### src/rtl/rom_fetch_queue_if.sv
// Fetch-queue bus: ROM read port 1 plus redirect and decoder valid/ready handshake.
interface rom_fetch_queue_if #(
  parameter int unsigned ADDR_W = 14
);
  logic [ADDR_W-1:0] rom_addr;
  logic [31:0]       rom_data;
  logic              redirect;
  logic [31:0]       redirect_pc;
  logic              out_valid;
  logic              out_ready;
  logic [31:0]       out_instr;
  logic [31:0]       out_pc;

  // Fetch side: drives the ROM address and the instruction stream.
  modport master (
    output rom_addr, out_valid, out_instr, out_pc,
    input  rom_data, redirect, redirect_pc, out_ready
  );

  // ROM/decoder/branch-unit side.
  modport slave (
    input  rom_addr, out_valid, out_instr, out_pc,
    output rom_data, redirect, redirect_pc, out_ready
  );
endinterface

### src/rtl/rom_fetch_queue.sv
// Instruction-fetch sequencer for ROM read port 1 with a small {pc,instr} FIFO toward decode.
// Optional FETCHQ_PERF_EN adds a saturating empty-queue stall counter on port stall_cnt.
module rom_fetch_queue #(
  parameter int unsigned ADDR_W   = 14,
  parameter int unsigned DEPTH    = 4,
  parameter logic [31:0] RESET_PC = 32'h0000_0000
) (
  input  logic        clk,
  input  logic        rst_n,
`ifdef FETCHQ_PERF_EN
  output logic [31:0] stall_cnt,
`endif
  rom_fetch_queue_if.master bus
);
  localparam int unsigned PTR_W = (DEPTH > 1) ? $clog2(DEPTH) : 1;
  localparam int unsigned CNT_W = $clog2(DEPTH + 1);

  typedef struct packed {
    logic [31:0] pc;
    logic [31:0] instr;
  } entry_t;

  entry_t            mem [DEPTH];
  logic [31:0]       fetch_pc, fetch_pc_d;
  logic [PTR_W-1:0]  wr_ptr, wr_ptr_d;
  logic [PTR_W-1:0]  rd_ptr, rd_ptr_d;
  logic [CNT_W-1:0]  count, count_d;
  logic              push_c, pop_c;
  logic              unused_pc_lsb;

  assign unused_pc_lsb = ^bus.redirect_pc[1:0];

  // Next-state: redirect flushes and overrides any push/pop in the same cycle.
  always_comb begin
    fetch_pc_d = fetch_pc;
    wr_ptr_d   = wr_ptr;
    rd_ptr_d   = rd_ptr;
    count_d    = count;
    pop_c      = (count != '0) & bus.out_ready & ~bus.redirect;
    push_c     = ~bus.redirect & ((count != CNT_W'(DEPTH)) | pop_c);
    if (bus.redirect) begin
      count_d    = '0;
      rd_ptr_d   = wr_ptr;
      fetch_pc_d = {bus.redirect_pc[31:2], 2'b00};
    end else begin
      if (push_c) begin
        wr_ptr_d   = wr_ptr + PTR_W'(1);
        fetch_pc_d = fetch_pc + 32'd4;
      end
      if (pop_c) begin
        rd_ptr_d = rd_ptr + PTR_W'(1);
      end
      count_d = count + CNT_W'(push_c) - CNT_W'(pop_c);
    end
  end

  always_ff @(posedge clk) begin
    if (!rst_n) begin
      fetch_pc <= RESET_PC;
      wr_ptr   <= '0;
      rd_ptr   <= '0;
      count    <= '0;
      for (int i = 0; i < int'(DEPTH); i++) begin
        mem[i] <= '0;
      end
    end else begin
      fetch_pc <= fetch_pc_d;
      wr_ptr   <= wr_ptr_d;
      rd_ptr   <= rd_ptr_d;
      count    <= count_d;
      if (push_c) begin
        mem[wr_ptr] <= '{pc: fetch_pc, instr: bus.rom_data};
      end
    end
  end

  // Outputs come straight from registered state; the ROM captures in the same cycle it is addressed.
  assign bus.rom_addr  = fetch_pc[ADDR_W+1:2];
  assign bus.out_valid = (count != '0);
  assign bus.out_instr = mem[rd_ptr].instr;
  assign bus.out_pc    = mem[rd_ptr].pc;

`ifdef FETCHQ_PERF_EN
  // Counts cycles the decoder is starved, excluding redirect cycles.
  always_ff @(posedge clk) begin
    if (!rst_n) begin
      stall_cnt <= '0;
    end else if (!bus.redirect && (count == '0) && (stall_cnt != 32'hFFFF_FFFF)) begin
      stall_cnt <= stall_cnt + 32'd1;
    end
  end
`endif
endmodule

### src/flat_wrapper.sv
// flat-port wrapper written by rule: the top's interface ports become plain ports
module rom_fetch_queue_flat 
#(
  parameter int unsigned ADDR_W   = 14,
  parameter int unsigned DEPTH    = 4,
  parameter logic [31:0] RESET_PC = 32'h0000_0000
)
  (clk, rst_n, bus_rom_addr, bus_out_valid, bus_out_instr, bus_out_pc, bus_rom_data, bus_redirect, bus_redirect_pc, bus_out_ready);
  rom_fetch_queue_if #(.ADDR_W(ADDR_W)) bus_i ();
  input  logic clk;
  input  logic rst_n;
  output wire logic [$bits(bus_i.rom_addr)-1:0] bus_rom_addr;
  output wire logic [$bits(bus_i.out_valid)-1:0] bus_out_valid;
  output wire logic [$bits(bus_i.out_instr)-1:0] bus_out_instr;
  output wire logic [$bits(bus_i.out_pc)-1:0] bus_out_pc;
  input wire logic [$bits(bus_i.rom_data)-1:0] bus_rom_data;
  input wire logic [$bits(bus_i.redirect)-1:0] bus_redirect;
  input wire logic [$bits(bus_i.redirect_pc)-1:0] bus_redirect_pc;
  input wire logic [$bits(bus_i.out_ready)-1:0] bus_out_ready;
  assign bus_rom_addr = bus_i.rom_addr;
  assign bus_out_valid = bus_i.out_valid;
  assign bus_out_instr = bus_i.out_instr;
  assign bus_out_pc = bus_i.out_pc;
  assign bus_i.rom_data = bus_rom_data;
  assign bus_i.redirect = bus_redirect;
  assign bus_i.redirect_pc = bus_redirect_pc;
  assign bus_i.out_ready = bus_out_ready;
  rom_fetch_queue #(.ADDR_W(ADDR_W), .DEPTH(DEPTH), .RESET_PC(RESET_PC)) u_core (.clk(clk), .rst_n(rst_n), .bus(bus_i));
endmodule
### config.mk
export PLATFORM = sky130hd
export DESIGN_NAME = rom_fetch_queue_flat
export DESIGN_NICKNAME = d
export VERILOG_FILES = /design/src/rtl/rom_fetch_queue_if.sv /design/src/rtl/rom_fetch_queue.sv /design/src/flat_wrapper.sv
export SDC_FILE = /design/constraint.sdc
export NUM_CORES = 1
export LEC_CHECK = 0
export ABC_AREA = 1
export CAP_MARGIN = 10
export CORE_ASPECT_RATIO = 0.9
export CORE_MARGIN = 4
export CORE_UTILIZATION = 45
export DETAILED_ROUTE_END_ITERATION = 10
export GPL_ROUTABILITY_DRIVEN = 1
export GPL_TIMING_DRIVEN = 0
export PLACE_DENSITY = 0.66
export SYNTH_ARGS = -nofsm -noshare
export SYNTH_HDL_FRONTEND = slang
export SYNTH_SLANG_ARGS = --single-unit
### constraint.sdc
create_clock -name clk -period 17.15 [get_ports clk]
set_input_delay 3.43 -clock clk [delete_from_list [all_inputs] [get_ports clk]]
set_output_delay 3.43 -clock clk [all_outputs]
set_load 0.05 [all_outputs]
==> results of run 1 <==
metrics by stage:
step	std cells	cell area, um^2
6_report	2048	16740
4_1_cts	2048	16740
3_5_place_dp	1993	15780
5_1_grt	2048	16740
2_1_floorplan	1441	13620
3_3_place_gp	1985	15530
final timing paths:
| path | start | to | slack, ns | cells after the start |
|---|---|---|---|---|
| min reg2reg | u_core.fetch_pc[31]$_SDFFE_PN0P_ | u_core.fetch_pc[31]$_SDFFE_PN0P_ | 0.49 | 2 |
| max reg2reg | u_core.count[1]$_SDFF_PP0_ | u_core.mem[3][12]$_DFFE_PP_ | 14.35 | 9 |
| min | u_core.fetch_pc[31]$_SDFFE_PN0P_ | u_core.fetch_pc[31]$_SDFFE_PN0P_ | 0.49 | 2 |
| max | register | bus_out_pc[16] | 10.34 | 6 |
layer usage:
layer | share of wire, % | global-route usage [%] | wire (um) | vias to the layer above
met3 | 7.5 | 3.795 | 2765 | 48
met4 | 1.5 | 3.980 | 566 | 0
met2 | 48 | 36.36 | 17590 | 403
met5 | 0 | 0 | 0 | -
met1 | 43 | 30.25 | 15960 | 5089
li1 | - | - | - | 5110
cells in the mapped netlist, types with 6 or more instances:
master	count	area [um^2]
o22ai_1	63	394.1
inv_2	10	37.54
o21ai_0	139	695.7
a21oi_1	16	80.08
buf_2	10	50.05
clkbuf_1	51	191.4
nand2_1	134	503.0
xor2_1	7	61.31
edfxtp_1	248	7447
nand3_1	45	225.2
o211ai_1	6	45.04
dfxtp_1	39	780.8
nor2_2	76	475.5
buf_6	15	168.9
nor2_1	368	1381
buf_4	18	135.1
inv_1	151	566.8
worst max-delay path, cell delays in order, from the launching register on:
cell             delay, ns
dfxtp_1               0.30
clkbuf_1              0.27
inv_1                 0.42
clkbuf_1              0.44
o21ai_0               0.16
o22ai_1               0.35
clkdlybuf4s50_1       0.89
power groups by stage:
stage | Combinational [mW] | Clock [mW] | Sequential [mW]
after floorplan | 0.210 | 0 | 0.832
after global placement | 0.326 | 0 | 0.840
after detailed placement | 0.338 | 0 | 0.834
after CTS | 0.340 | 0.648 | 0.819
after global routing | 0.360 | 0.673 | 0.823
final | 0.337 | 0.639 | 0.820
layout by cell type, fill, tap and decap left out, drive strengths merged:
cell	n
o211ai	6
clkinvlp	2
conb	2
inv	166
clkbuf	87
clkinv	14
a221oi	1
a21oi	16
buf	51
o22ai	63
nand2	141
xor2	7
o31ai	3
a31oi	5
nand4	2
bufinv	3
edfxtp	248
nand3	46
dfxtp	39
clkdlybuf4s50	141
fa	1
nor2	451
ha	3
nor3	5
o21ai	140
nor4	1
a211oi	1
cell families (layout without fill, tap and decap cells):
group	after synthesis	in the layout	synth area share, %
AOI/OAI and AO/OA	235	235	9.474
xor gates and xnor gates	7	7	0.4503
adders and majority gates	4	4	0.4228
buffers and inverters	260	464	8.675
DFF	287	287	60.43
other	1	2	0.02754
and+or+nand+nor	646	646	20.52
sequential cells by signal, summed over array words and instances (netlist names), named ones only:
signal,flops
u_core.fetch_pc,30
u_core.rd_ptr,2
u_core.mem,248
u_core.wr_ptr,2
u_core.count,3
area by class of cell:
type / count / area, um^2
fillers: 2685 / 13140
clock buffers: 36 / 794.5
repair buffers: 149 / 1617
well taps: 403 / 504.2
flip-flops and latches: 287 / 8228
clock inverters: 19 / 167.7
plain buffers: 94 / 545.5
multi-input cells: 894 / 4250
inverters: 166 / 635.6
==> impl_metrics.json, run 1 <==
{
  "yosysSeqAreaShare_pct": 60.43,
  "dr.pass1.iters": 5,
  "dp.final_hpwl_um": 24920,
  "cts_buffers": 30,
  "yosys.cell_types.count": 37,
  "tightest_slew_ns": 0.8325,
  "cts_sinks": 287,
  "finalSetupViolCount": 0,
  "io_buffers": 141,
  "via_per_inst": 5.200,
  "grt_pass1_vias": 10540,
  "ir_drop_mv": 0.07673,
  "drt_iter0_drc": 918,
  "cts_tree": "built",
  "gp_congestion": 0.9148,
  "clk_latency_ns": 0.56,
  "period_needed_ns": 6.814,
  "leakage_nw": 6.158,
  "core-area_um2": 29880,
  "rsz0062_at_grt": "false",
  "pwr-share-comb_pct": 18.8,
  "grt_use_total_pct": 21.75,
  "layout-drive-gt1-share_pct": 12.28,
  "drv_slew": 0,
  "num_io_pins": 147,
  "dp_slack_ns": 10.71,
  "worstPathRequired_ns": 13.72,
  "synth_edf_count": 248,
  "cts_buffer_depth": 3,
  "hold_class": "reg2reg",
  "synth_ff_type": "edfxtp_1",
  "internal_power_mw": 1.280,
  "netlist_area_um2": 13620,
  "nNetsFinal": 1694,
  "slew_headroom_pct": 44.50,
  "worst-path-max-fanout": 10,
  "arrival_ns": 3.38,
  "initial_core_util_pct": 45.57,
  "clk_pin_slew_ns": 0.06,
  "syn2layout_area_growth_pct": 22.96,
  "ant_nets": 0,
  "die_h_um": 173.0,
  "post_cts_resized": 0,
  "async_flop_share_pct": 0,
  "finalWirelength_um": 36880,
  "synthCells": 1440,
  "hold_buffers": 0,
  "die_area_um2": 33110,
  "worstSetupStartpointType": "register",
  "antennaDiodeCount": 0,
  "clkPwrFrac_pct": 35.6,
  "vias": 10650,
  "cts-htree-levels": 1,
  "status": "finished, final reports clean",
  "sw_frac_of_total_pct": 28.73,
  "syn-mean-instance-area_um2": 9.455,
  "cts-root-buf": "clkbuf_16",
  "wl_per_cell_um": 18.01,
  "setup_tns_ns": 0,
  "post_cts_buffers": 0,
  "hold_violations": 0,
  "timing.fmax_mhz": 146.8,
  "grt_max_degree": 48,
  "grt_pass1_wl_um": 57310,
  "max_cap_violations": 0,
  "fin_crit_sh_pct": 39.73,
  "skew_ns": 0.008507,
  "yosysWarnings": 0,
  "hold_ws_ns": 0.4869,
  "power_mw": 1.796,
  "antenna_found_initial": 0,
  "fin_ws_ns": 10.34,
  "ys_seq_elements": 287,
  "final_core_util_pct": 56.03,
  "seq_power_share_pct": 45.6,
  "grt_overflow": 0,
  "drc": 0,
  "power_density_nw_per_um2": 107.3,
  "placementRows": 60,
  "switchingPower_mw": 0.5161,
  "cp-end-kind": "output pin",
  "critical_path_class": "reg2out",
  "die_w_um": 191.4
}
Power figures use the tool's default switching activity.
==> inputs of run 2 (changes only) <==
clock period = 6.55 ns   (was 17.15 ns; I/O delays follow)
==> run 2 against run 1 <==
  * Core utilization is essentially flat
  * Non-clock buffer count grew 1
  * Sequential share of layout area is essentially flat
  * Register-to-register slack lost 10 ns
  * Die area stayed put
  * Critical path type unchanged
  * Combinational power grew to 2.6 times the previous value
  * Cell count about the same
  * Sequential cell count did not move
  * Clock skew about the same
  * Critical path depth stayed put
==> impl_metrics.json, run 2 (synthesis results as in run 1) <==
{
  "die_w_um": 191.4,
  "rr_startpoint": "u_core.count[1]$_SDFF_PP0_",
  "rsz0062_at_grt": "false",
  "holdPathEnd": "u_core.fetch_pc[31]$_SDFFE_PN0P_",
  "fin_crit_sh_pct": 71.91,
  "multi_input_area_um2": 4250,
  "cts_buffer_depth": 3,
  "worst-path-max-fanout": 10,
  "tightest_slew_ns": 0.6843,
  "grt_use_total_pct": 21.70,
  "rrSetupSlack_ns": 4.02,
  "period_needed_ns": 4.710,
  "cts-root-buf": "clkbuf_16",
  "status": "finished, final reports clean",
  "grt_pass1_wl_um": 56910,
  "hold_violations": 0,
  "skew_ns": 0.008294,
  "antenna_found_initial": 0,
  "n_fill_cell": 2681,
  "worstPathRequired_ns": 5.24,
  "seq_area_um2": 8228,
  "clk_latency_ns": 0.56,
  "syn2layout_area_growth_pct": 23.00,
  "seq_power_share_pct": 45.9,
  "die_area_um2": 33110,
  "grt_pass1_vias": 10410,
  "gp_congestion": 0.9576,
  "layout-drive-gt1-share_pct": 12.81,
  "core-area_um2": 29880,
  "dr.pass1.iters": 6,
  "hp-start": "u_core.fetch_pc[31]$_SDFFE_PN0P_",
  "max_cap_violations": 0,
  "setup_tns_ns": 0,
  "sw_frac_of_total_pct": 29.11,
  "vias": 10530,
  "rr_worst_depth": 8,
  "hold_buffers": 0,
  "ir_drop_mv": 0.2382,
  "post_cts_buffers": 0,
  "largest_register": "u_core.mem",
  "nNetsFinal": 1695,
  "drc": 0,
  "power_density_nw_per_um2": 278.7,
  "mostFrequentLayoutCells": "nor2_1, edfxtp_1, inv_1, clkdlybuf4s50_1, o21ai_0",
  "cp-end-kind": "output pin",
  "leakage_nw": 6.168,
  "antennaDiodeCount": 0,
  "finalWirelength_um": 36470,
  "internal_power_mw": 3.308,
  "hold_ws_ns": 0.4918,
  "grt_overflow": 0,
  "cts_buffers": 30,
  "critical_path_class": "reg2out",
  "cts_tree": "built",
  "clkPwrFrac_pct": 35.1,
  "cts-htree-levels": 1,
  "initial_core_util_pct": 45.57,
  "clk_pin_slew_ns": 0.06,
  "grt_max_degree": 57,
  "finalSetupViolCount": 0,
  "switchingPower_mw": 1.359,
  "drv_slew": 0,
  "dp.final_hpwl_um": 24380,
  "dp.cells": 1994,
  "post_cts_resized": 0,
  "layout.cells.non_filler": 2050,
  "top_regs": "u_core.mem: 248 flops, u_core.fetch_pc: 30 flops, u_core.count: 3 flops",
  "cts_sinks": 287,
  "ant_nets": 0,
  "placementRows": 60,
  "worstSetupStartpointType": "register",
  "fin_ws_ns": 1.840,
  "via_per_inst": 5.135,
  "mostFrequentLayoutCell": "nor2_1",
  "slew_headroom_pct": 54.38,
  "timing.fmax_mhz": 212.3,
  "io_buffers": 141,
  "drt_iter0_drc": 989,
  "timing.rr.end": "u_core.mem[3][63]$_DFFE_PP_",
  "hold_class": "reg2reg",
  "num_io_pins": 147,
  "pwr-share-comb_pct": 18.9,
  "arrival_ns": 3.40,
  "die_h_um": 173.0,
  "dp_slack_ns": 2.491,
  "hold_depth": 2,
  "largest_register_ffs": 248,
  "wl_per_cell_um": 17.79
}
run 2: cell count changes in the layout (fill, tap and decap cells not counted):
cell and delta:
clkinv_2 +5, buf_12 -1, clkinv_1 -3, clkbuf_1 -4, bufinv_16 -2, buf_8 +2
clkinvlp_4 +2, clkbuf_8 +3
run 2: metrics by stage:
step	instance area (um^2)	util (%)	power, mW
finish	16750	56.05	4.667
global placement	15540	52.01	3.050
detailed placement	15790	52.85	3.068
global route	16750	56.05	4.837
CTS	16750	56.05	4.700
floorplan	13620	-	2.726
run 2: power groups by stage:
stage | Clock [mW] | Sequential [mW] | Combinational, mW
floorplan | 0 | 2.18 | 0.551
global placement | 0 | 2.19 | 0.857
detailed placement | 0 | 2.18 | 0.886
CTS | 1.67 | 2.14 | 0.889
global route | 1.74 | 2.15 | 0.944
finish | 1.64 | 2.14 | 0.883
run 2: area by class of cell:
type / instances / share of cell area (%)
Timing Repair Buffer: 150 / 9.712
Multi-Input combinational cell: 894 / 25.38
Buffer: 94 / 3.257
Inverter: 166 / 3.795
Clock buffer: 35 / 4.901
Sequential cell: 287 / 49.13
Tap cell: 403 / 3.011
Clock inverter: 21 / 0.8143
run 2: worst max path at each step:
stage,start,end,slack (ns)
after global placement,bus_out_ready,u_core.mem[3][3]$_DFFE_PP_,-1.53
after detailed placement,register,bus_out_pc[15],2.49
final,register,bus_out_pc[16],1.84
after floorplan,bus_out_ready,u_core.mem[2][0]$_SDFFCE_PN0P_,1.51
after global routing,register,bus_out_pc[16],1.64
after CTS,register,bus_out_pc[16],1.88
run 2: critical path: stages, from the launching register on:
cell and delay, ns:
dfxtp_1 0.30, clkbuf_1 0.27, inv_1 0.42, clkbuf_1 0.44
o21ai_0 0.17, o22ai_1 0.35, clkdlybuf4s50_1 0.89
run 2: layer usage:
layer | share of wire (%) | GRT usage [%] | up-vias
met5 | 0 | 0 | -
met4 | 2.3 | 5.416 | 0
met3 | 7.7 | 3.432 | 64
met2 | 47 | 35.18 | 421
met1 | 43 | 30.76 | 4916
li1 | - | - | 5125
==> inputs of run 3 (changes only) <==
clock period = 4.51 ns   (was 6.55 ns; I/O delays follow)
==> run 3 against run 2 <==
  * Register-to-register slack got worse by 2.3 ns
  * Clock power rose by 37%
  * Cell count shrank 0.15%
  * Core utilization shrank 0.31 points
  * Sequential power rose by 46%
  * Total power grew 42%
  * Via count rose by 0.39%
  * Non-clock buffer count unchanged
  * Combinational power rose by 45%
  * Worst hold slack gained 0.0085 ns
  * Routed wire length grew 0.96%
  * First-iteration DRC count grew 0.51%
  * Largest power group unchanged
  * Critical path type unchanged
==> impl_metrics.json, run 3 (synthesis results as in run 1) <==
{
  "core-area_um2": 29880,
  "hold_buffers": 0,
  "grt_use_total_pct": 21.83,
  "clk_pin_slew_ns": 0.06,
  "wl_met3_um": 2402,
  "critical_path_class": "reg2out",
  "finalWirelength_um": 36820,
  "grt_max_degree": 53,
  "met2_length_um": 17400,
  "dr.pass1.iters": 5,
  "worst-path-max-fanout": 10,
  "mostFrequentLayoutCell": "nor2_1",
  "timing.fmax_mhz": 234.8,
  "fin_crit_sh_pct": 94.43,
  "fin_ws_ns": 0.2511,
  "cts_tree": "built",
  "wl_met1_um": 16210,
  "num_io_pins": 147,
  "die_area_um2": 33110,
  "vias": 10570,
  "largest_register": "u_core.mem",
  "dp.final_hpwl_um": 24880,
  "final_core_util_pct": 55.74,
  "wl_per_cell_um": 17.99,
  "max_cap_violations": 0,
  "io_buffers": 141,
  "stdcell_area_um2": 16650,
  "rrSetupSlack_ns": 1.76,
  "skew_ns": 0.01834,
  "layout-drive-gt1-share_pct": 12.04,
  "rr_startpoint": "u_core.count[1]$_SDFF_PP0_",
  "tightest_slew_ns": 0.7170,
  "cts_buffer_depth": 3,
  "slew_headroom_pct": 52.20,
  "antennaDiodeCount": 0,
  "die_w_um": 191.4,
  "drt_iter0_drc": 994,
  "syn2layout_area_growth_pct": 22.32,
  "n_fill_cell": 2739,
  "clk_latency_ns": 0.57,
  "setup_tns_ns": 0,
  "dp.cells": 1994,
  "status": "finished, final reports clean",
  "drc": 0,
  "placed_area_um2": 15790,
  "period_needed_ns": 4.259,
  "hold_ws_ns": 0.5003,
  "nNetsFinal": 1695,
  "hold_violations": 0,
  "power_density_nw_per_um2": 398.4,
  "power_mw": 6.635,
  "worstPathRequired_ns": 3.61,
  "top_layer": "met5",
  "leakage_nw": 6.111,
  "placementRows": 60,
  "grt_overflow": 0,
  "ir_drop_mv": 0.3236,
  "grt_pass1_vias": 10400,
  "post_cts_buffers": 0,
  "rr_worst_depth": 9,
  "die_h_um": 173.0,
  "finalSetupViolCount": 0,
  "cts_sinks": 287,
  "rsz0062_at_grt": "false",
  "antenna_found_initial": 0,
  "mostFrequentLayoutCells": "nor2_1, edfxtp_1, inv_1, clkdlybuf4s50_1, o21ai_0",
  "drv_slew": 0,
  "ant_nets": 0,
  "initial_core_util_pct": 45.57,
  "hold_class": "reg2reg",
  "timing.rr.end": "u_core.mem[3][22]$_DFFE_PP_",
  "top_regs": "u_core.mem: 248 flops, u_core.fetch_pc: 30 flops, u_core.count: 3 flops",
  "cts-root-buf": "clkbuf_16",
  "gp_congestion": 0.9001,
  "holdPathEnd": "u_core.fetch_pc[30]$_SDFFE_PN0P_",
  "layout.cells.non_filler": 2047,
  "post_cts_resized": 0,
  "cts_buffers": 30,
  "hold_depth": 2,
  "via_per_inst": 5.162,
  "dp_slack_ns": 0.7007,
  "cts-htree-levels": 1,
  "cp-end-kind": "output pin",
  "grt_pass1_wl_um": 57400,
  "worstSetupStartpointType": "register",
  "arrival_ns": 3.36,
  "largest_register_ffs": 248,
  "hp-start": "u_core.fetch_pc[30]$_SDFFE_PN0P_"
}
[run 3: how the worst max path moves through the flow]
stage | startpoint | to | slack (ns) | cells past startpoint
CTS | register | bus_out_pc[15] | 0.25 | 6
global route | register | bus_out_pc[15] | 0.13 | 6
finish | register | bus_out_pc[15] | 0.25 | 6
global placement | bus_out_ready | u_core.mem[3][5]$_DFFE_PP_ | -1.09 | 7
detailed placement | bus_out_ready | u_core.mem[3][5]$_DFFE_PP_ | 0.70 | 10
floorplan | bus_redirect | u_core.mem[0][0]$_SDFFCE_PN0P_ | 1.02 | 9
[run 3: routing by layer]
layer	track usage, %	up-vias
met1	30.91	5013
met4	4.788	2
met3	2.887	49
met2	35.98	382
met5	1.923	-
li1	-	5121
[run 3: area by class of cell]
class | count | area [um^2] | share of cell area (%)
Multi-Input combinational cell | 894 | 4250 | 25.52
Clock buffer | 39 | 784.5 | 4.710
Clock inverter | 14 | 80.08 | 0.4808
Sequential cell | 287 | 8228 | 49.40
Inverter | 166 | 635.6 | 3.816
Timing Repair Buffer | 150 | 1627 | 9.766
Buffer | 94 | 545.5 | 3.275
Tap cell | 403 | 504.2 | 3.028
[run 3: worst max-delay path: stages (launching register included)]
cell,delay [ns]
dfxtp_1,0.29
clkbuf_1,0.29
inv_1,0.40
clkbuf_1,0.42
o21ai_0,0.21
o22ai_1,0.30
clkdlybuf4s50_1,0.88
[run 3: power breakdown]
group	internal, mW	switching, mW
logic	0.400	0.882
clock network	1.22	1.02
registers	3.05	0.0646
total	4.67	1.96
